[config.mk]
export PLATFORM = sky130hd
export DESIGN_NAME = decoder_scan_n_flat
export DESIGN_NICKNAME = d
export VERILOG_FILES = /design/src/rtl/decoder_scan_n_pkg.sv /design/src/rtl/decoder_scan_n_if.sv /design/src/rtl/decoder_scan_n_scan_counter.sv /design/src/rtl/decoder_scan_n.sv /design/src/flat_wrapper.sv
export SDC_FILE = /design/constraint.sdc
export NUM_CORES = 1
export LEC_CHECK = 0
export BUFFER_PORTS_ARGS = -buffer_cell sky130_fd_sc_hd__buf_2
export CAP_MARGIN = 20
export CORE_MARGIN = 2
export CORE_UTILIZATION = 50
export DETAILED_ROUTE_END_ITERATION = 7
export PLACE_DENSITY = 0.82
export SLEW_MARGIN = 20
export SYNTH_ARGS = -nofsm -noshare
export SYNTH_HDL_FRONTEND = slang
export SYNTH_SLANG_ARGS = --single-unit
[constraint.sdc]
create_clock -name clk -period 3.4 [get_ports clk]
set_clock_uncertainty 0.05 [all_clocks]
set_input_delay 0 -clock clk [delete_from_list [all_inputs] [get_ports clk]]
set_output_delay 0 -clock clk [all_outputs]
set_load 0.02 [all_outputs]
[src/rtl/decoder_scan_n_pkg.sv]
// Shared types and helpers for the scanning N-to-2^N decoder.
package decoder_pkg;

  localparam int unsigned MAX_ADDR_W = 8;

  localparam logic MODE_DIRECT = 1'b0;
  localparam logic MODE_SCAN   = 1'b1;

  typedef enum logic [1:0] {
    IDLE,
    DIRECT,
    SCAN
  } state_e;

  // Callers cast the result down to their own 2**ADDR_W output width.
  function automatic logic [(1 << MAX_ADDR_W)-1:0] onehot(input logic [MAX_ADDR_W-1:0] addr);
    onehot       = '0;
    onehot[addr] = 1'b1;
  endfunction

endpackage

[src/rtl/decoder_scan_n_if.sv]
// Control/status bundle between the controlling logic and decoder_scan_n.
interface decoder_scan_n_if #(
  parameter int unsigned ADDR_W  = 3,
  parameter int unsigned DWELL_W = 8
);
  logic                     en;
  logic                     mode;
  logic [ADDR_W-1:0]        addr_in;
  logic                     load;
  logic                     dir;
  logic [DWELL_W-1:0]       dwell;
  logic [(2**ADDR_W)-1:0]   dec_out;
  logic [ADDR_W-1:0]        cur_addr;
  logic                     wrap;

  modport master (
    output en, mode, addr_in, load, dir, dwell,
    input  dec_out, cur_addr, wrap
  );

  modport slave (
    input  en, mode, addr_in, load, dir, dwell,
    output dec_out, cur_addr, wrap
  );
endinterface

[src/rtl/decoder_scan_n_scan_counter.sv]
// Address counter with dwell prescaler, load, direction and wrap pulse.
module scan_counter
  import decoder_pkg::*;
#(
  parameter int unsigned ADDR_W  = 3,
  parameter int unsigned DWELL_W = 8
) (
  input  logic               clk,
  input  logic               rst_n,
  input  state_e             state_i,
  input  logic               restart_i,
  input  logic               load_i,
  input  logic               dir_i,
  input  logic [DWELL_W-1:0] dwell_i,
  input  logic [ADDR_W-1:0]  addr_in_i,
  output logic [ADDR_W-1:0]  addr_o,
  output logic [ADDR_W-1:0]  addr_next_o,
  output logic               wrap_o
);

  logic [DWELL_W-1:0] presc_q, presc_d, presc_eff;
  logic [ADDR_W-1:0]  addr_q, addr_d;
  logic               wrap_q, wrap_d;
  logic               advance;

  // IDLE holds the prescaler, so a fresh SCAN entry must ignore the held count.
  assign presc_eff = restart_i ? '0 : presc_q;
  assign advance   = (presc_eff >= dwell_i);

  always_comb begin
    presc_d = presc_q;
    addr_d  = addr_q;
    wrap_d  = 1'b0;
    case (state_i)
      DIRECT: begin
        addr_d  = addr_in_i;
        presc_d = '0;
      end
      SCAN: begin
        if (load_i) begin
          addr_d  = addr_in_i;
          presc_d = '0;
        end else if (advance) begin
          presc_d = '0;
          if (dir_i) begin
            addr_d = addr_q - 1'b1;
            wrap_d = (addr_q == '0);
          end else begin
            addr_d = addr_q + 1'b1;
            wrap_d = (addr_q == '1);
          end
        end else begin
          presc_d = presc_eff + 1'b1;
        end
      end
      default: ;
    endcase
  end

  always_ff @(posedge clk or negedge rst_n) begin
    if (!rst_n) begin
      presc_q <= '0;
      addr_q  <= '0;
      wrap_q  <= 1'b0;
    end else begin
      presc_q <= presc_d;
      addr_q  <= addr_d;
      wrap_q  <= wrap_d;
    end
  end

  assign addr_o      = addr_q;
  assign addr_next_o = addr_d;
  assign wrap_o      = wrap_q;

endmodule

[src/rtl/decoder_scan_n.sv]
// Registered N-to-2^N decoder with direct and self-scanning modes.
module decoder_scan_n
  import decoder_pkg::*;
#(
  parameter int unsigned ADDR_W     = 3,
  parameter int unsigned DWELL_W    = 8,
  parameter int unsigned ACTIVE_LOW = 0
) (
  input logic              clk,
  input logic              rst_n,
  decoder_scan_n_if.slave  bus
);

  localparam int unsigned OUT_W = 2**ADDR_W;

  state_e             state_q, state_d;
  logic [OUT_W-1:0]   dec_q, dec_d;
  logic [ADDR_W-1:0]  addr_cur, addr_next;
  logic               wrap_cur;

  always_ff @(posedge clk or negedge rst_n) begin
    if (!rst_n) begin
      state_q <= IDLE;
      dec_q   <= '0;
    end else begin
      state_q <= state_d;
      dec_q   <= dec_d;
    end
  end

  // The state chosen for this edge is what the counter and decode act on.
  always_comb begin
    state_d = IDLE;
    dec_d   = '0;
    if (bus.en) begin
      state_d = (bus.mode == MODE_SCAN) ? SCAN : DIRECT;
    end
    if (state_d != IDLE) begin
      dec_d = OUT_W'(onehot(MAX_ADDR_W'(addr_next)));
    end
  end

  scan_counter #(
    .ADDR_W  (ADDR_W),
    .DWELL_W (DWELL_W)
  ) u_scan_counter (
    .clk         (clk),
    .rst_n       (rst_n),
    .state_i     (state_d),
    .restart_i   (state_q != SCAN),
    .load_i      (bus.load),
    .dir_i       (bus.dir),
    .dwell_i     (bus.dwell),
    .addr_in_i   (bus.addr_in),
    .addr_o      (addr_cur),
    .addr_next_o (addr_next),
    .wrap_o      (wrap_cur)
  );

  assign bus.dec_out  = (ACTIVE_LOW != 0) ? ~dec_q : dec_q;
  assign bus.cur_addr = addr_cur;
  assign bus.wrap     = wrap_cur;

endmodule

[src/flat_wrapper.sv]
// flat-port wrapper written by rule: the top's interface ports become plain ports
module decoder_scan_n_flat import decoder_pkg::*;
#(
  parameter int unsigned ADDR_W     = 3,
  parameter int unsigned DWELL_W    = 8,
  parameter int unsigned ACTIVE_LOW = 0
)
  (clk, rst_n, bus_en, bus_mode, bus_addr_in, bus_load, bus_dir, bus_dwell, bus_dec_out, bus_cur_addr, bus_wrap);
  decoder_scan_n_if #(.ADDR_W(ADDR_W), .DWELL_W(DWELL_W)) bus_i ();
  input logic clk;
  input logic rst_n;
  input wire logic [$bits(bus_i.en)-1:0] bus_en;
  input wire logic [$bits(bus_i.mode)-1:0] bus_mode;
  input wire logic [$bits(bus_i.addr_in)-1:0] bus_addr_in;
  input wire logic [$bits(bus_i.load)-1:0] bus_load;
  input wire logic [$bits(bus_i.dir)-1:0] bus_dir;
  input wire logic [$bits(bus_i.dwell)-1:0] bus_dwell;
  output wire logic [$bits(bus_i.dec_out)-1:0] bus_dec_out;
  output wire logic [$bits(bus_i.cur_addr)-1:0] bus_cur_addr;
  output wire logic [$bits(bus_i.wrap)-1:0] bus_wrap;
  assign bus_i.en = bus_en;
  assign bus_i.mode = bus_mode;
  assign bus_i.addr_in = bus_addr_in;
  assign bus_i.load = bus_load;
  assign bus_i.dir = bus_dir;
  assign bus_i.dwell = bus_dwell;
  assign bus_dec_out = bus_i.dec_out;
  assign bus_cur_addr = bus_i.cur_addr;
  assign bus_wrap = bus_i.wrap;
  decoder_scan_n #(.ADDR_W(ADDR_W), .DWELL_W(DWELL_W), .ACTIVE_LOW(ACTIVE_LOW)) u_core (.clk(clk), .rst_n(rst_n), .bus(bus_i));
endmodule
==> results of run 1 <==
## synthesized netlist by cell type (2+ instances only)
library cell	count	area, um^2
nor3b_2	2	25.0
and2_1	2	12.5
nor2_1	9	33.8
ha_1	9	113
nand2_1	5	18.8
o21a_1	3	22.5
inv_1	16	60.1
nor4b_1	2	17.5
o211ai_1	2	15.0
nor3_1	2	10.0
xor2_1	4	35.0
xnor2_1	3	26.3
o22ai_1	8	50.1
nand2b_1	3	18.8
and4b_1	3	30.0
nor2b_1	4	25.0
o21ai_0	4	20.0
and4_1	2	17.5
nand3_1	3	15.0
dfrtp_1	22	551
## routing by layer
| metal | up-vias | GRT usage (%) | share of wire (%) |
|---|---|---|---|
| li1 | 521 | - | - |
| met1 | 526 | 22.4 | 43 |
| met2 | 19 | 35.4 | 53 |
| met3 | 0 | 4.45 | 3.5 |
| met4 | 0 | 2.09 | 0 |
| met5 | - | 0 | 0 |
## cell type report
| class | count | share of cell area (%) |
|---|---|---|
| clock buffers | 4 | 2.36 |
| flip-flops and latches | 22 | 35.8 |
| multi-input cells | 88 | 45.0 |
| inverters | 16 | 3.91 |
| well taps | 30 | 2.44 |
| repair buffers | 30 | 10.4 |
## power by group through the flow
| stage | sequential (mW) | combinational (mW) | clock (mW) |
|---|---|---|---|
| after global routing | 0.285 | 0.113 | 0.156 |
| after CTS | 0.283 | 0.103 | 0.144 |
| final | 0.283 | 0.102 | 0.139 |
| after global placement | 0.287 | 0.0960 | 0 |
| after floorplan | 0.298 | 0.0532 | 0 |
| after detailed placement | 0.288 | 0.100 | 0 |
## how the worst max path moves through the flow
| stage | from | end | slack (ns) |
|---|---|---|---|
| floorplan | u_core.state_q[0] | u_core.bus.dec_out[3] | 0.91 |
| global placement | u_core.state_q[0] | u_core.bus.dec_out[3] | 0.76 |
| detailed placement | u_core.state_q[0] | u_core.bus.dec_out[3] | 0.69 |
| CTS | u_core.state_q[0] | u_core.bus.dec_out[3] | 0.64 |
| global route | u_core.state_q[0] | u_core.bus.dec_out[5] | 0.52 |
| finish | u_core.state_q[0] | u_core.bus.dec_out[3] | 0.63 |
## flip-flops by register name (all words and copies together), names as in the netlist
signal                         flops
u_core.u_scan_counter.presc_q      8
u_core.u_scan_counter.addr_o       3
u_core.state_q                     2
u_core.u_scan_counter.wrap_o       1
u_core.bus.dec_out                 8
## cell families after synthesis
kind of cell / share of synthesized area (%)
buffers and inverters: 5.70
XOR/XNOR: 4.65
adder cells (fa/ha/maj): 10.1
flip-flops: 41.8
AO/OA/AOI/OAI: 16.0
AND/OR/NAND/NOR: 21.7
## worst max-delay path: stages (launching register included)
cell	delay [ns]
dfrtp_1	0.39
nand2b_1	0.24
nor2_1	0.26
ha_1	0.19
a41oi_1	0.15
o32a_4	0.45
or3_4	0.39
a31oi_4	0.30
and4b_1	0.24
## metrics by stage
stage | instance area (um^2) | setup slack (ns)
finish | 1540 | 0.631
global route | 1540 | 0.517
CTS | 1540 | 0.641
detailed placement | 1480 | 0.685
global placement | 1480 | 0.761
floorplan | 1320 | 0.912
==> results.md, run 1 <==
* Syn-to-layout area delta at 16.6%
* RSZ-0062 raised after global routing: false
* Final hold violations at 0
* Starting density of the core at 53.2%
* EDFF count, synth at 0
* P per Cell Area at 341 nW/um^2
* Hold_sp: bus_load
* Number of global-route vias before repair at 1075
* YS warnings at 0
* Die extent in y at 55.3 um
* Sequential share of power at 54.0%
* IO Port Bufs at 28
* Htree depth at 1
* Final Max Slew Viols at 0
* Fin crit share at 81.5%
* Hold path cells at 4
* Most frequent cells in the layout: 28 x buf_2, 22 x dfrtp_1, 16 x inv_1, 9 x nor2_1, 9 x ha_1
* Crit path DAT at 2.92 ns
* Register area share after synthesis at 41.8%
* Clk buf depth at 2
* Max-cap violations at 0
* Core ar. at 2480 um^2
* Crit path kind: reg -> reg
* # setup viols final at 0
* Comb pwr share at 19.4%
* Yosys cell types at 40
* Clock power frac at 26.6%
* CTS tree: done
* IO Pins at 29
* Final wirelength at 2.66 mm
* Sw frac at 27.6%
* Worst setup EP type: register
* FP Rows at 18
* Non-Filler Instances at 190
* TritonCTS Buffers at 3
* Fmax at 361 MHz
* Total gr overflow at 0
* Clk slew on worst S/H paths at 0.11 ns
* Reg-to-reg slack, setup at 0.63 ns
* Synthesized area per cell at 10.3 um^2
* Min-Delay Endpoint: u_core.u_scan_counter.wrap_o
* GRT Util Overall at 18.9%
* Status: finished, final reports clean
* Largest net degree at the start of global routing at 25
* ANT nets after route at 0
* Layout cells sized above 1 at 25.0%
* Worst R2R Path Depth at 8
* Critical Path Source Type: register
* First-pass GRT wire length at 4.69 mm
* Nets at 188
* Required @ worst endpoint at 3.55 ns
* DRT Pass-1 Iters at 4
* Leak pwr at 0.744 nW
* Worst R2R End: u_core.bus.dec_out[3]
* DRC Markers at 0
* Layout Utilization at 62.0%
* Reg2reg start: u_core.state_q[0]
* CTS Hold Buffers Added at 2
* Vias/cell at 5.61
* Final Power at 524 uW
* Fin crit period at 2.77 ns
* Mean routed wirelength per cell at 14.0 um
* Internal at 380 uW
* Top FF cell, synth: dfrtp_1
* Mapped Cells at 128
* Synth Net Count at 155
* CP max FO at 9
* Switching power at 144 uW
* Die Wd at 55.3 um
* Synth Cell Area at 1320 um^2
* N_diodes at 0
* Routed vias at 1066
* Inst Count DP at 184
* Post_cts resized at 0
* Die Area at 3060 um^2
* Area of the multi-input gates at 692 um^2
* Sequential Area at 551 um^2
* Setup_tns at 0 ns
* Seq cells post-synth at 22
* Setup Fix Bufs, Post-CTS at 0
* Hold Worst Slack at 0.0247 ns
* Clk_lat worst skew at 0.30 ns
* Tightest Pin Transition at 0.467 ns
* Placer congestion estimate at 0.801
* Initial antenna violation count at 0
* Root buffer cell: clkbuf_4
* Rel. slew slack at 68.9%
* Iteration-0 DRC Markers at 23
* Layout fillers at 232
* Worst vdd ir at 0.368 mV
* CTS sink count at 22
* Commonest non-fill, non-tap cell in the layout: buf_2
* Async S/R FF share, synth at 100%
* Dpl hpwl at 2.07 mm
* HP Class: in -> reg
No activity file was read; power rests on OpenSTA's default activity.
==> run 2, diff against run 1 <==
--- a/config.mk
+++ b/config.mk
@@ -8,9 +8,9 @@
 export BUFFER_PORTS_ARGS = -buffer_cell sky130_fd_sc_hd__buf_2
 export CAP_MARGIN = 20
 export CORE_MARGIN = 2
-export CORE_UTILIZATION = 50
+export CORE_UTILIZATION = 48
 export DETAILED_ROUTE_END_ITERATION = 7
-export PLACE_DENSITY = 0.82
+export PLACE_DENSITY = 0.83
 export SLEW_MARGIN = 20
 export SYNTH_ARGS = -nofsm -noshare
 export SYNTH_HDL_FRONTEND = slang
==> constraint.sdc (replaced) <==
create_clock -name clk -period 2.48 [get_ports clk]
set_clock_uncertainty 0.05 [all_clocks]
set_input_delay 0 -clock clk [delete_from_list [all_inputs] [get_ports clk]]
set_output_delay 0 -clock clk [all_outputs]
set_load 0.02 [all_outputs]
==> results.md, run 2 (synthesis gave the netlist of run 1 again) <==
* Cells along the critical path: nand2b_4 > nor2_2 > ha_1 > a41oi_2 > o32a_4 > or3_4 > a31oi_4 > and4b_1
* Final Max Slew Viols at 0
* Root buffer cell: clkbuf_4
* IO Port Bufs at 28
* CP max-delay cell: o32a_4
* TritonCTS Buffers at 3
* # setup viols final at 13
* Clk slew on worst S/H paths at 0.12 ns
* Crit path from: u_core.state_q[0]
* Area of the multi-input gates at 812 um^2
* Worst vdd ir at 0.574 mV
* Htree depth at 1
* Dpl hpwl at 2.21 mm
* Rel. slew slack at 68.0%
* Failing checks: setup timing
* CTS tree: done
* CP max FO at 7
* Fin crit period at 2.61 ns
* Final hold violations at 0
* Crit path kind: reg -> reg
* GRT Util Overall at 21.4%
* Mean routed wirelength per cell at 15.9 um
* Critical Path Source Type: register
* Sequential Area at 551 um^2
* Leak pwr at 0.850 nW
* Max-cap violations at 0
* Iteration-0 DRC Markers at 41
* Hold_sp: bus_load
* Pre-CTS setup slack at -0.124 ns
* Starting density of the core at 51.8%
* First-pass GRT wire length at 5.29 mm
* Number of global-route vias before repair at 1165
* Vias/cell at 5.55
* Clk buf depth at 2
* Commonest non-fill, non-tap cell in the layout: buf_2
* Crit path DAT at 2.76 ns
* Placer congestion estimate at 0.876
* Final worst setup slack at -0.133 ns
* Syn-to-layout area delta at 37.2%
* Layout cells sized above 1 at 41.8%
* Largest net degree at the start of global routing at 25
* Nets at 205
* RSZ-0062 raised after global routing: true
* Core ar. at 2540 um^2
* FP Rows at 18
* Routed vias at 1148
* HP Class: in -> reg
* Layout fillers at 175
* Setup_tns at -0.877 ns
* ANT nets after route at 0
* DRT Pass-1 Iters at 4
* Die extent in y at 56.4 um
* P per Cell Area at 466 nW/um^2
* Die Wd at 56.4 um
* CP peak stage delay at 0.46 ns
* Final Power at 843 uW
* Final instance area at 1810 um^2
* Fin crit share at 105%
* Clk_lat worst skew at 0.31 ns
* N_diodes at 0
* WP buf/inv at 0
* Critical path's top delay family: simple AND/OR/NAND/NOR gates
* Required @ worst endpoint at 2.63 ns
* CTS sink count at 22
* Final wirelength at 3.29 mm
* Die Area at 3180 um^2
* DRC Markers at 0
* Total gr overflow at 0
* Most frequent cells in the layout: 28 x buf_2, 22 x dfrtp_1, 16 x inv_1, 15 x buf_4, 7 x o22ai_1
* Reg2reg start: u_core.state_q[0]
* Worst setup EP type: register
* IO Pins at 29
* Fmax at 383 MHz
* Initial antenna violation count at 0
* Tightest Pin Transition at 0.479 ns
* DP Area at 1590 um^2
* Status: finished with violations
-- run 2: path summary, 6_finish.rpt --
kind                                                     to  slack (ns)  cells past startpoint
min in group asynchronous             u_core.bus.dec_out[0]        0.12                      2
setup / recovery                      u_core.bus.dec_out[3]       -0.13                      8
max in group asynchronous             u_core.bus.dec_out[1]        1.93                      2
hold / removal                 u_core.u_scan_counter.wrap_o        0.09                      4
hold reg to reg            u_core.u_scan_counter.presc_q[0]        0.53                      2
setup reg to reg                      u_core.bus.dec_out[3]       -0.13                      8
-- run 2: timing repair --
action                                  CTS  global route
gates resized for setup                  17             5
setup buffers                             3             1
hold buffers                              2             0
hold endpoints to repair                 24             0
endpoints found under the setup margin   13            15
pin swaps                                 5             3
-- run 2: layer usage --
layer	vias to the layer above	part of all wire, %	wire length, um	GRT usage, %
met5	-	0	0	0
met4	0	0.76	25	4.08
met3	4	4.5	148	5.07
met2	38	51	1690	37.8
met1	555	43	1420	26.7
li1	551	-	-	-
-- run 2: metrics by stage --
stage,hold WS [ns],utilization [%],std cells
6_report,0.0892,71.0,207
5_1_grt,0.0859,71.0,207
4_1_cts,0.0615,69.3,206
3_5_place_dp,-0.0580,62.3,197
3_3_place_gp,-0.0748,62.3,197
2_1_floorplan,-0.346,-,128
-- run 2: where the power goes --
group	internal (mW)	switching, mW
Clock	0.163	0.105
Combinational	0.0824	0.100
Sequential	0.374	0.0182
-- run 2: area by class of cell --
| cell class | instances | area share (%) |
|---|---|---|
| multi-input cells | 88 | 44.9 |
| clock inverters | 1 | 1.66 |
| well taps | 30 | 2.08 |
| clock buffers | 3 | 1.25 |
| inverters | 16 | 3.32 |
| flip-flops and latches | 22 | 30.4 |
| repair buffers | 47 | 16.3 |
-- run 2: worst reg2reg max path: cells and delay by family (launching register included) --
family	cells	cell delay (ns)
compound gates	3	0.85
fa+ha+maj	1	0.29
flops	1	0.41
simple gates	4	0.92
==> run 3, diff against run 2 <==
--- a/config.mk
+++ b/config.mk
@@ -7,7 +7,7 @@
 export LEC_CHECK = 0
 export BUFFER_PORTS_ARGS = -buffer_cell sky130_fd_sc_hd__buf_2
 export CAP_MARGIN = 20
-export CORE_MARGIN = 2
+export CORE_MARGIN = 1.5
 export CORE_UTILIZATION = 48
 export DETAILED_ROUTE_END_ITERATION = 7
 export PLACE_DENSITY = 0.83
@@ -15,3 +15,4 @@
 export SYNTH_ARGS = -nofsm -noshare
 export SYNTH_HDL_FRONTEND = slang
 export SYNTH_SLANG_ARGS = --single-unit
+export TNS_END_PERCENT = 5
==> constraint.sdc (replaced) <==
create_clock -name clk -period 2.48 [get_ports clk]
set_clock_uncertainty 0.05 [all_clocks]
set_input_delay 0.124 -clock clk [delete_from_list [all_inputs] [get_ports clk]]
set_output_delay 0.124 -clock clk [all_outputs]
set_load 0.02 [all_outputs]
==> results.md, run 3 (synthesis gave the netlist of run 1 again) <==
* Status: finished with violations
* Failing checks: setup timing
* Layout cells sized above 1 at 44.6%
* Syn-to-layout area delta at 39.5%
* Layout fillers at 182
* CTS tree: done
* HP Class: in -> reg
* Rel. slew slack at 67.7%
* Final wirelength at 3.41 mm
* CP peak stage delay at 0.53 ns
* Die Wd at 55.4 um
* IO Port Bufs at 28
* Min-Delay Endpoint: u_core.u_scan_counter.wrap_o
* Worst vdd ir at 0.651 mV
* IO Pins at 29
* Required @ worst endpoint at 2.66 ns
* Crit path DAT at 2.88 ns
* GRT Util Overall at 21.2%
* N_diodes at 0
* Max-cap violations at 0
* Placer congestion estimate at 0.856
* Leak pwr at 0.858 nW
* Die Area at 3070 um^2
* Largest net degree at the start of global routing at 25
* Commonest non-fill, non-tap cell in the layout: buf_2
* Final worst setup slack at -0.218 ns
* Clock power frac at 31.7%
* Nets at 205
* Fin crit share at 109%
* # setup viols final at 12
* Final hold violations at 0
* Switching power at 230 uW
* Tightest Pin Transition at 0.484 ns
* Hold path cells at 4
* Sequential share of power at 46.1%
* Dpl hpwl at 2.21 mm
* Fin crit period at 2.70 ns
* CTS sink count at 22
* Total gr overflow at 0
* Hold Worst Slack at 0.177 ns
* Reg-to-reg slack, setup at -0.22 ns
* Iteration-0 DRC Markers at 27
* ANT nets after route at 0
* Die extent in y at 55.4 um
* Htree depth at 1
* P per Cell Area at 465 nW/um^2
* Worst R2R End: u_core.bus.dec_out[4]
* Initial antenna violation count at 0
* Sw frac at 26.9%
* Clk buf depth at 2
* Cells along the critical path: nand2b_4 > nor2_2 > ha_2 > or4_4 > a21oi_2 > o32a_4 > xor2_4 > o211ai_1 > buf_4 > nor3b_4
* RSZ-0062 raised after global routing: true
* FP Rows at 18
* Clk slew on worst S/H paths at 0.12 ns
* First-pass GRT wire length at 5.14 mm
* Number of global-route vias before repair at 1125
* Routed vias at 1170
* Final Max Slew Viols at 0
* Clk_lat worst skew at 0.31 ns
* DRC Markers at 0
* CP max-delay cell: or4_4
* Mean routed wirelength per cell at 16.5 um
* Worst R2R Path Depth at 10
* Fmax at 371 MHz
* Final Power at 855 uW
* Critical Path Source Type: register
* TritonCTS Buffers at 3
* Reg2reg start: u_core.state_q[0]
* Core ar. at 2540 um^2
* Vias/cell at 5.65
* Internal at 625 uW
* Hold_sp: bus_load
* DRT Pass-1 Iters at 4
* Root buffer cell: clkbuf_4
* Starting density of the core at 51.8%
* Most frequent cells in the layout: 28 x buf_2, 22 x dfrtp_1, 16 x inv_1, 16 x buf_4, 8 x o22ai_1
* Pre-CTS setup slack at -0.151 ns
* Comb pwr share at 22.1%
* CP max FO at 7
* Crit path kind: reg -> reg
* Worst setup EP type: register
-- run 3: metrics by stage --
step | cells | setup TNS (ns) | util [%] | area, um^2
after floorplan | 128 | 0 | - | 1330
after global placement | 196 | -0.201 | 62.0 | 1580
after detailed placement | 196 | -0.978 | 62.0 | 1580
after CTS | 206 | -0.689 | 68.3 | 1740
after global routing | 207 | -3.15 | 72.2 | 1840
final | 207 | -1.83 | 72.2 | 1840
-- run 3: worst max path at each step --
stage,start,to,cells past startpoint
after global placement,u_core.state_q[1],u_core.bus.dec_out[3],9
after CTS,u_core.state_q[0],u_core.bus.dec_out[1],10
after floorplan,u_core.state_q[1],u_core.bus.dec_out[3],9
after detailed placement,u_core.state_q[1],u_core.bus.dec_out[4],9
final,u_core.state_q[0],u_core.bus.dec_out[4],10
after global routing,u_core.state_q[0],u_core.bus.dec_out[4],10
-- run 3: timing repair --
action	CTS	global route
gates resized for setup	9	18
hold buffers	2	0
setup endpoints to repair	10	16
hold endpoints to repair	23	0
pin swaps	7	7
setup buffers	4	1
-- run 3: area by class of cell --
class	instances	area, um^2	share of cell area, %
multi-input cells	88	846	46.0
flip-flops and latches	22	551	30.0
clock buffers	3	22.5	1.23
repair buffers	47	292	15.9
well taps	30	37.5	2.04
inverters	16	60.1	3.27
clock inverters	1	30.0	1.63
-- run 3: critical path: cells and delay by family, from the launching register on --
kind | cells | cell delay, ns
flip-flops | 1 | 0.45
XOR/XNOR | 1 | 0.20
adder cells (fa/ha/maj) | 1 | 0.18
AND/OR/NAND/NOR | 4 | 1.04
AO/OA/AOI/OAI | 3 | 0.50
buffers and inverters | 1 | 0.19
-- run 3: per-layer routing --
layer  GRT usage (%)  wire, um  share of wire, %
met1            26.5      1520                45
met2            36.2      1630                48
met3            5.39       187               5.5
met4            5.92        74               2.2
met5               0         0                 0
-- run 3: power by group through the flow --
stage          clock network [mW]  registers (mW)  logic, mW
4_1_cts                     0.278           0.392      0.171
2_1_floorplan                   0           0.409     0.0735
6_report                    0.271           0.394      0.189
5_1_grt                     0.293           0.397      0.203
3_5_place_dp                    0           0.396      0.149
3_3_place_gp                    0           0.394      0.142
